<file path="config.mk">
export PLATFORM = sky130hd
export DESIGN_NAME = exc_flush_ctrl
export DESIGN_NICKNAME = d
export VERILOG_FILES = /design/src/rtl/exc_pkg.sv /design/src/rtl/drain_timer.sv /design/src/rtl/exc_flush_ctrl.sv
export SDC_FILE = /design/constraint.sdc
export NUM_CORES = 1
export LEC_CHECK = 0
export CAP_MARGIN = 20
export CORE_MARGIN = 2
export CORE_UTILIZATION = 43
export CTS_CLUSTER_SIZE = 14
export DETAILED_ROUTE_END_ITERATION = 7
export GPL_ROUTABILITY_DRIVEN = 0
export PLACE_DENSITY = 0.95
export SETUP_SLACK_MARGIN = 0.2
export SLEW_MARGIN = 20
export SYNTH_ARGS = -nofsm -noshare
export SYNTH_HDL_FRONTEND = slang
export SYNTH_SLANG_ARGS = --single-unit
export TNS_END_PERCENT = 5
</file>
<file path="constraint.sdc">
create_clock -name clk -period 3 [get_ports clk]
set_input_delay 0.6 -clock clk [delete_from_list [all_inputs] [get_ports clk]]
set_output_delay 0.6 -clock clk [all_outputs]
set_load 0.02 [all_outputs]
</file>
<file path="src/rtl/exc_pkg.sv">
// rtl/exc_pkg.sv - shared types and constants for the exception/flush controller
package exc_pkg;

    // Controller states
    typedef enum logic [2:0] {
        ST_IDLE     = 3'd0,
        ST_DRAIN    = 3'd1,
        ST_FLUSH    = 3'd2,
        ST_REDIRECT = 3'd3,
        ST_ERET     = 3'd4
    } exc_state_t;

    // Next-PC select codes consumed by the fetch mux
    localparam logic [1:0] PCSEL_NORMAL  = 2'd0;
    localparam logic [1:0] PCSEL_HANDLER = 2'd1;
    localparam logic [1:0] PCSEL_EPC     = 2'd2;

    // Default exception handler entry address
    localparam logic [31:0] HANDLER_PC_DEF = 32'h0000_4180;

    // ExcCode values written into Cause
    localparam logic [4:0] EXC_INT  = 5'd0;
    localparam logic [4:0] EXC_ADEL = 5'd4;
    localparam logic [4:0] EXC_ADES = 5'd5;
    localparam logic [4:0] EXC_SYS  = 5'd8;
    localparam logic [4:0] EXC_BP   = 5'd9;
    localparam logic [4:0] EXC_RI   = 5'd10;
    localparam logic [4:0] EXC_OV   = 5'd12;

    // Restart address of the faulting instruction: a delay-slot instruction
    // restarts at its branch, one word earlier (32-bit wrap).
    function automatic logic [31:0] epc_of(input logic [31:0] pc, input logic bd);
        return bd ? (pc - 32'd4) : pc;
    endfunction

endpackage

</file>
<file path="src/rtl/drain_timer.sv">
// rtl/drain_timer.sv - watchdog counter bounding the wait for the md unit
module drain_timer #(
    parameter logic [3:0] LIMIT = 4'd15
) (
    input  logic clk,
    input  logic rst,
    input  logic en,
    input  logic clr,
    output logic expired
);

    logic [3:0] r_cnt;
    logic [3:0] w_cnt_nxt;

    assign w_cnt_nxt = r_cnt + 4'd1;

    // Counts enabled cycles; clr wins so every drain starts from zero
    always_ff @(posedge clk or negedge rst) begin
        if (!rst) begin
            r_cnt <= 4'd0;
        end else if (clr) begin
            r_cnt <= 4'd0;
        end else if (en) begin
            r_cnt <= w_cnt_nxt;
        end
    end

    // Fires during the LIMIT-th enabled cycle so the drain lasts LIMIT cycles
    assign expired = en && (w_cnt_nxt == LIMIT);

endmodule

</file>
<file path="src/rtl/exc_flush_ctrl.sv">
// rtl/exc_flush_ctrl.sv - pipeline exception, interrupt and eret sequencing
module exc_flush_ctrl
    import exc_pkg::*;
#(
    parameter logic [31:0] HANDLER_PC = HANDLER_PC_DEF,
    parameter logic [3:0]  DRAIN_MAX  = 4'd15
) (
    input  logic        clk,
    input  logic        rst,
    input  logic        exc_req,
    input  logic [4:0]  exc_code,
    input  logic        int_req,
    input  logic        eret_m,
    input  logic        md_busy,
    input  logic [31:0] pc_m,
    input  logic        bd_m,
    input  logic [31:0] epc_q,
    output logic        stall,
    output logic        clr_fd,
    output logic        clr_de,
    output logic        clr_em,
    output logic        clr_mw,
    output logic [1:0]  pc_sel,
    output logic        epc_wr,
    output logic [31:0] epc_out,
    output logic        cause_wr,
    output logic [4:0]  cause_code,
    output logic        exl
);

    exc_state_t  r_state;
    exc_state_t  w_state_nxt;
    logic [31:0] r_epc;
    logic [4:0]  r_code;
    logic        r_exl;

    logic        w_take_int;
    logic        w_take_exc;
    logic        w_take_trap;
    logic        w_expired;
    logic        w_in_drain;

    // The fetch mux applies the handler address and epc_q from pc_sel;
    // they pass through here only so the parameter lives with its sequencer.
    logic [31:0] w_unused_handler_pc;
    logic [31:0] w_unused_epc_q;
    assign w_unused_handler_pc = HANDLER_PC;
    assign w_unused_epc_q      = epc_q;

    // Interrupts are masked while already at exception level
    assign w_take_int  = int_req && !r_exl;
    assign w_take_exc  = !w_take_int && exc_req;
    assign w_take_trap = w_take_int || w_take_exc;
    assign w_in_drain  = (r_state == ST_DRAIN);

    drain_timer #(
        .LIMIT   (DRAIN_MAX)
    ) u_drain_timer (
        .clk     (clk),
        .rst     (rst),
        .en      (w_in_drain),
        .clr     (!w_in_drain),
        .expired (w_expired)
    );

    // State register
    always_ff @(posedge clk or negedge rst) begin
        if (!rst) begin
            r_state <= ST_IDLE;
        end else begin
            r_state <= w_state_nxt;
        end
    end

    // Next-state decode; requests are only looked at in IDLE
    always_comb begin
        w_state_nxt = r_state;
        case (r_state)
            ST_IDLE: begin
                if (w_take_trap) begin
                    w_state_nxt = md_busy ? ST_DRAIN : ST_FLUSH;
                end else if (eret_m) begin
                    w_state_nxt = ST_ERET;
                end
            end
            ST_DRAIN: begin
                if (!md_busy || w_expired) begin
                    w_state_nxt = ST_FLUSH;
                end
            end
            ST_FLUSH:    w_state_nxt = ST_REDIRECT;
            ST_REDIRECT: w_state_nxt = ST_IDLE;
            ST_ERET:     w_state_nxt = ST_IDLE;
            default:     w_state_nxt = ST_IDLE;
        endcase
    end

    // Capture code and restart address of the accepted trap
    always_ff @(posedge clk or negedge rst) begin
        if (!rst) begin
            r_epc  <= 32'd0;
            r_code <= 5'd0;
        end else if ((r_state == ST_IDLE) && w_take_trap) begin
            r_epc  <= epc_of(pc_m, bd_m);
            r_code <= w_take_int ? EXC_INT : exc_code;
        end
    end

    // Exception level: raised as the flush completes, dropped by eret
    always_ff @(posedge clk or negedge rst) begin
        if (!rst) begin
            r_exl <= 1'b0;
        end else if (r_state == ST_FLUSH) begin
            r_exl <= 1'b1;
        end else if (r_state == ST_ERET) begin
            r_exl <= 1'b0;
        end
    end

    // Moore output decode
    always_comb begin
        stall    = 1'b0;
        clr_fd   = 1'b0;
        clr_de   = 1'b0;
        clr_em   = 1'b0;
        clr_mw   = 1'b0;
        pc_sel   = PCSEL_NORMAL;
        epc_wr   = 1'b0;
        cause_wr = 1'b0;
        case (r_state)
            ST_DRAIN: begin
                stall = 1'b1;
            end
            ST_FLUSH: begin
                clr_fd   = 1'b1;
                clr_de   = 1'b1;
                clr_em   = 1'b1;
                clr_mw   = 1'b1;
                cause_wr = 1'b1;
                // A nested trap keeps the original restart address
                epc_wr   = !r_exl;
            end
            ST_REDIRECT: begin
                pc_sel = PCSEL_HANDLER;
            end
            ST_ERET: begin
                // The eret itself retires through W, so M/W is kept
                clr_fd = 1'b1;
                clr_de = 1'b1;
                clr_em = 1'b1;
                pc_sel = PCSEL_EPC;
            end
            default: ;
        endcase
    end

    assign epc_out    = r_epc;
    assign cause_code = r_code;
    assign exl        = r_exl;

endmodule
</file>
======== Word level (Yosys, flattened, before mapping) ========
Cells that the tools add are included.
storage, ports and cells
  RAM bits ................................ 0
  input port bits ......................... 76
  register bits after elaboration ......... 45
  output and inout port bits .............. 47
  bits in latches ......................... 0
  memories ................................ 0
  word-level logic and storage cells ...... 42
  bits in read-only memories .............. 0
operators by class
  reductions and logical operators ........ 13
  $lt $le $gt $ge ......................... 0
  equality and inequality tests ........... 7
  add/sub/neg operators ................... 2
  multiply operators ...................... 0
  shift-type cells ........................ 0
  bitwise operators ....................... 0
  divide/modulo/power cells ............... 0
  mux-type cells .......................... 15
operators by type and width
  cell                   count
  $mux 32                1
  $sub 32x3->32 const B  1
  $mux 3                 3
  $pmux 3 s3             1
  $eq 3x2->1 const B     2
  $mux 1                 6
  $mux 5                 1
  $add 4x1->4 const B    1
  $eq 4x4->1 const B     1
  $logic_and 1x1->1      4
  $mux 4                 1
  $pmux 2 s2             1
  $eq 3x1->1 const B     1
  $eq 3x3->1 const B     1
  $logic_not 1->1        3
  $logic_not 3->1        1
  $ne 3x3->1 const B     1
  $logic_or 1x1->1       2
  $mux 2                 1
  $ne 2x2->1 const B     1
  $reduce_and 2->1       1
  $reduce_bool 2->1      1
  $reduce_or 2->1        1

======== Longest topological paths before layout ========
  depth after elaboration ................. 7
  mapped depth ............................ 7

======== Cells and area by module ========
A second synthesis with hierarchy kept.
second synthesis, totals
  cell total of the unflattened synthesis .. 280
  area total of the unflattened synthesis .. 2,477.4 um^2
modules (own cells, without submodules)
  module          cells an instance  area an instance (um^2)  times used
  exc_flush_ctrl  255                2,239.6                  1
  drain_timer     25                 237.7                    1

======== Least setup slack after synthesis ========
No wires, ideal clock.
  kind .................................... reg2out
  from .................................... reg r_state[1]
  to ...................................... out clr_em
  slack ................................... 0.867 ns
  buffers on the path ..................... 1
  cell stages (with the launch flop) ...... 4
  data arrival time ....................... 1.533 ns
  cell sequence ........................... dfrtp_1 nor3_1 nand2b_1 buf_4
on the way
  longest elaborated chain between the ends .. 3
  elaborated cells between the ends (all ways) .. 4
RTL lines
  element                                          RTL line              source
  start, declared                                  exc_flush_ctrl.sv:31  exc_state_t r_state;
  start signal, assigned                           exc_flush_ctrl.sv:71  r_state <= w_state_nxt;
  $eq 3x2->1 / $eq 3x3->1 (equally long branches)  n/a
  $reduce_or 2->1 (no source line) *               n/a
  $mux 1 *                                         n/a
  end, declared                                    exc_flush_ctrl.sv:21  output logic clr_em,
Every way passes the cells marked *; elsewhere a longest branch is shown, timed or not.

======== Worst setup path after layout ========
  from .................................... reg r_state[1]
  to ...................................... out clr_em
on the way
  longest elaborated chain between the ends .. 3
  elaborated cells between the ends (all ways) .. 4
RTL lines
  element                                          RTL line               source
  $eq 3x2->1 / $eq 3x3->1 (equally long branches)  exc_flush_ctrl.sv:130  case (r_state)
  $reduce_or 2->1 (no source line) *               n/a
  $mux 1 *                                         exc_flush_ctrl.sv:130
Marks and branches as above.

==> flow_results.xml <==
<?xml version="1.0" encoding="UTF-8"?>
<metrics>
  <group name="flow_run">
    <metric name="cap_viol_max_count" unit="">0</metric>
  </group>
  <group name="yosys">
    <metric name="ys_top_cells_by_area" unit="">dfrtp_1, xnor2_1, nand2_1</metric>
    <metric name="synth-seq-area-share" unit="">0.464</metric>
    <metric name="netlist_instances" unit="">255</metric>
    <metric name="ys_ff_latch" unit="">45</metric>
    <metric name="netlist_cell_types" unit="">42</metric>
    <metric name="syn_nets" unit="">334</metric>
    <metric name="synth_enable_flop_cells" unit="">0</metric>
    <metric name="post_synth_top_area_share" unit="">0.464</metric>
    <metric name="synth.cell_area" unit="µm²">2430</metric>
    <metric name="synth_area_per_cell" unit="µm²">9.52</metric>
    <metric name="dominantRegCellSynth" unit="">dfrtp_1</metric>
    <metric name="synth_top_cells_by_count" unit="">dfrtp_1, nand2_1, o21ai_1, xnor2_1, nor2_1</metric>
    <metric name="yosys.cell_count.top_type" unit="">dfrtp_1</metric>
    <metric name="post_synthesis_cell_type_with_the_largest_combined_area" unit="">dfrtp_1</metric>
    <metric name="share_of_synthesized_registers_carrying_an_async_set_or_reset" unit="">1.00</metric>
    <metric name="synth-warning-count" unit="">0</metric>
  </group>
  <group name="clock_tree">
    <metric name="postCtsSetupRepairBufs" unit="">0</metric>
    <metric name="clock_sink_count" unit="">45</metric>
    <metric name="post_cts_resized" unit="">0</metric>
    <metric name="clk_buf_depth" unit="">2</metric>
    <metric name="numCtsBuffers" unit="">5</metric>
    <metric name="tritoncts" unit="">yes</metric>
    <metric name="cts.reportedPaths.clkPinSlew" unit="ns">0.07</metric>
    <metric name="clock_insertion_delay_worst_skew" unit="ns">0.29</metric>
    <metric name="htree_num_levels" unit="">2</metric>
    <metric name="clock_tree.root_cell" unit="">clkbuf_8</metric>
    <metric name="postCtsHoldBufs" unit="">0</metric>
  </group>
  <group name="pwr">
    <metric name="leakagePower" unit="nW">1.40</metric>
    <metric name="ir_drop" unit="V">0.000371</metric>
    <metric name="power-per-cell-area" unit="nW/µm²">868</metric>
  </group>
  <group name="critical_path">
    <metric name="r2r_start" unit="">exl</metric>
    <metric name="timing.critical_path.from_type" unit="">flip-flop</metric>
    <metric name="timing.critical_path.max_delay_family" unit="">buffers and inverters</metric>
    <metric name="r2r_end" unit="">epc_out[6]</metric>
    <metric name="endpoint_kind" unit="">primary output</metric>
    <metric name="worstPathMaxFanout" unit="">6</metric>
    <metric name="timing.critical_path.slowest_stage_cell" unit="">clkdlybuf4s50_1</metric>
    <metric name="critical_path_cell_list" unit="">inv_1, or3_1, nand2b_1, clkdlybuf4s50_1</metric>
    <metric name="cp_class" unit="">reg2out</metric>
    <metric name="worst-path-stages" unit="">4</metric>
    <metric name="critPathMaxStageDelay" unit="ns">0.62</metric>
    <metric name="depth_of_the_most_critical_reg_to_reg_path" unit="">5</metric>
    <metric name="cp_data_required_time" unit="ns">2.40</metric>
    <metric name="critical_path_buf_inv_count" unit="">2</metric>
    <metric name="worst_ep_arrival_time" unit="ns">2.00</metric>
    <metric name="r2r_setup_slack" unit="ns">0.90</metric>
  </group>
  <group name="floorplanning">
    <metric name="num_rows" unit="">27</metric>
    <metric name="io-pin-count" unit="">123</metric>
    <metric name="placeable_core_region" unit="µm²">5470</metric>
    <metric name="die_area" unit="µm²">6260</metric>
    <metric name="die_width" unit="µm">79.2</metric>
    <metric name="floorplan.die.height" unit="µm">79.2</metric>
    <metric name="floorplan.initialDensity" unit="">0.444</metric>
  </group>
  <group name="placement">
    <metric name="io_buffers" unit="">90</metric>
    <metric name="place_hpwl" unit="µm">4240</metric>
  </group>
  <group name="route">
    <metric name="detail-route-antenna-nets" unit="">0</metric>
    <metric name="drcViolationCount" unit="">0</metric>
    <metric name="vias_per_cell" unit="">4.94</metric>
    <metric name="routed_vias" unit="">2046</metric>
    <metric name="wirelength" unit="µm">5580</metric>
    <metric name="first_iter_violations" unit="">74</metric>
    <metric name="pre_repair_dr_iteration_count" unit="">4</metric>
    <metric name="per_cell_routed_wire_length" unit="µm">13.5</metric>
  </group>
  <group name="sta">
    <metric name="fin_worst_skew" unit="ns">0.00497</metric>
    <metric name="fraction_of_the_cycle_the_final_worst_path_needs" unit="">0.866</metric>
    <metric name="finalWorstPathRequiredPeriod" unit="ns">2.60</metric>
    <metric name="rsz_0062_raised_after_global_routing" unit="">no</metric>
    <metric name="slew_viol_final" unit="">0</metric>
    <metric name="slew_headroom" unit="">0.624</metric>
    <metric name="holdWs" unit="ns">0.300</metric>
    <metric name="worst_pin_slew" unit="ns">0.564</metric>
    <metric name="report.final.setup_viol" unit="">0</metric>
    <metric name="finalHoldViolCount" unit="">0</metric>
    <metric name="accumulated_negative_setup_slack" unit="ns">0</metric>
    <metric name="max_freq" unit="GHz">0.385</metric>
  </group>
  <group name="global_route">
    <metric name="grt_start_max_net_pins" unit="">47</metric>
    <metric name="grt_pass1_wl" unit="µm">9230</metric>
    <metric name="antenna_found_initial" unit="">0</metric>
    <metric name="groute.usage.overall" unit="">0.186</metric>
    <metric name="grt_pass1_vias" unit="">2026</metric>
    <metric name="overflow" unit="">0</metric>
  </group>
  <group name="status">
    <metric name="run_status" unit="">finished clean</metric>
  </group>
  <group name="layout">
    <metric name="final_net_count" unit="">421</metric>
    <metric name="drive_above_1_share" unit="">0.0819</metric>
    <metric name="synthesis_to_finish_area_growth" unit="%">42.2</metric>
    <metric name="antenna_cells_inserted" unit="">0</metric>
  </group>
  <group name="hold_path">
    <metric name="hold_path_class" unit="">in2async</metric>
  </group>
</metrics>
## worst max-delay path by stage
stage,startpoint,end,slack [ns]
2_1_floorplan,r_state[1],clr_em,0.87
3_3_place_gp,pc_m[12],epc_out[31],0.28
3_5_place_dp,pc_m[12],epc_out[31],0.27
4_1_cts,r_state[1],clr_em,0.38
5_1_grt,r_state[1],clr_em,0.27
6_report,r_state[1],clr_em,0.40
## area by class of cell
class                           instances  area, µm²
Multi-Input combinational cell        189       1200
Inverter                                9       33.8
Tap cell                               72       90.1
Timing Repair Buffer                   92        913
Clock buffer                            7       86.3
Fill cell                             457       2020
Sequential cell                        45       1130
## report_power, final
group	leakage (nW)	internal, W	total, W	switching (W)
registers	0.559	0.000879	0.00105	0.000167
clock network	0.0443	0.000183	0.000372	0.000189
logic	0.798	0.000750	0.00158	0.000832
total	1.40	0.00181	0.00300	0.00119
## state kept, by name, indices dropped and copies added (netlist names)
register,count
u_drain_timer.r_cnt,4
cause_code,5
exl,1
r_state,3
epc_out,32
## placed cells by master, fill, tap and decap left out, drive strengths merged, types with 2 or more instances in the layout
master and count:
nor3 9, mux2 3, xor2 8, dfrtp 45, inv 9, nor2 15, nand2b 6, nor4 11
ha 3, a21oi 2, nand3 4, o21ai 38, clkdlybuf4s50 89, nand2 44, or3 5, or4 4
xnor2 22, nand4b 3, clkbuf 7, buf 3
## cell families after synthesis
kind of cell             after synthesis  synth area share
buffers and inverters                 21            0.0407
AND/OR/NAND/NOR                      109             0.260
multiplexers                           3            0.0139
flip-flops                            45             0.464
AO/OA/AOI/OAI                         44            0.0979
adder cells (fa/ha/maj)                3            0.0155
XOR/XNOR                              30             0.108
## metal layers
layer,up-vias,global-route usage,wire [µm]
met4,0,0.0534,70
met3,6,0.0432,343
met5,-,0,0
met1,941,0.218,2360
met2,63,0.337,2810
li1,1036,-,-
## metrics by stage
step | cells | power [W] | utilization | worst slack [ns] | area, µm²
floorplan | 255 | 0.00189 | - | 0.867 | 2430
global placement | 407 | 0.00260 | 0.615 | 0.283 | 3370
detailed placement | 407 | 0.00265 | 0.615 | 0.270 | 3370
CTS | 414 | 0.00303 | 0.631 | 0.379 | 3450
global route | 414 | 0.00322 | 0.631 | 0.272 | 3450
finish | 414 | 0.00300 | 0.631 | 0.401 | 3450
No activity file was read; power rests on OpenSTA's default activity.
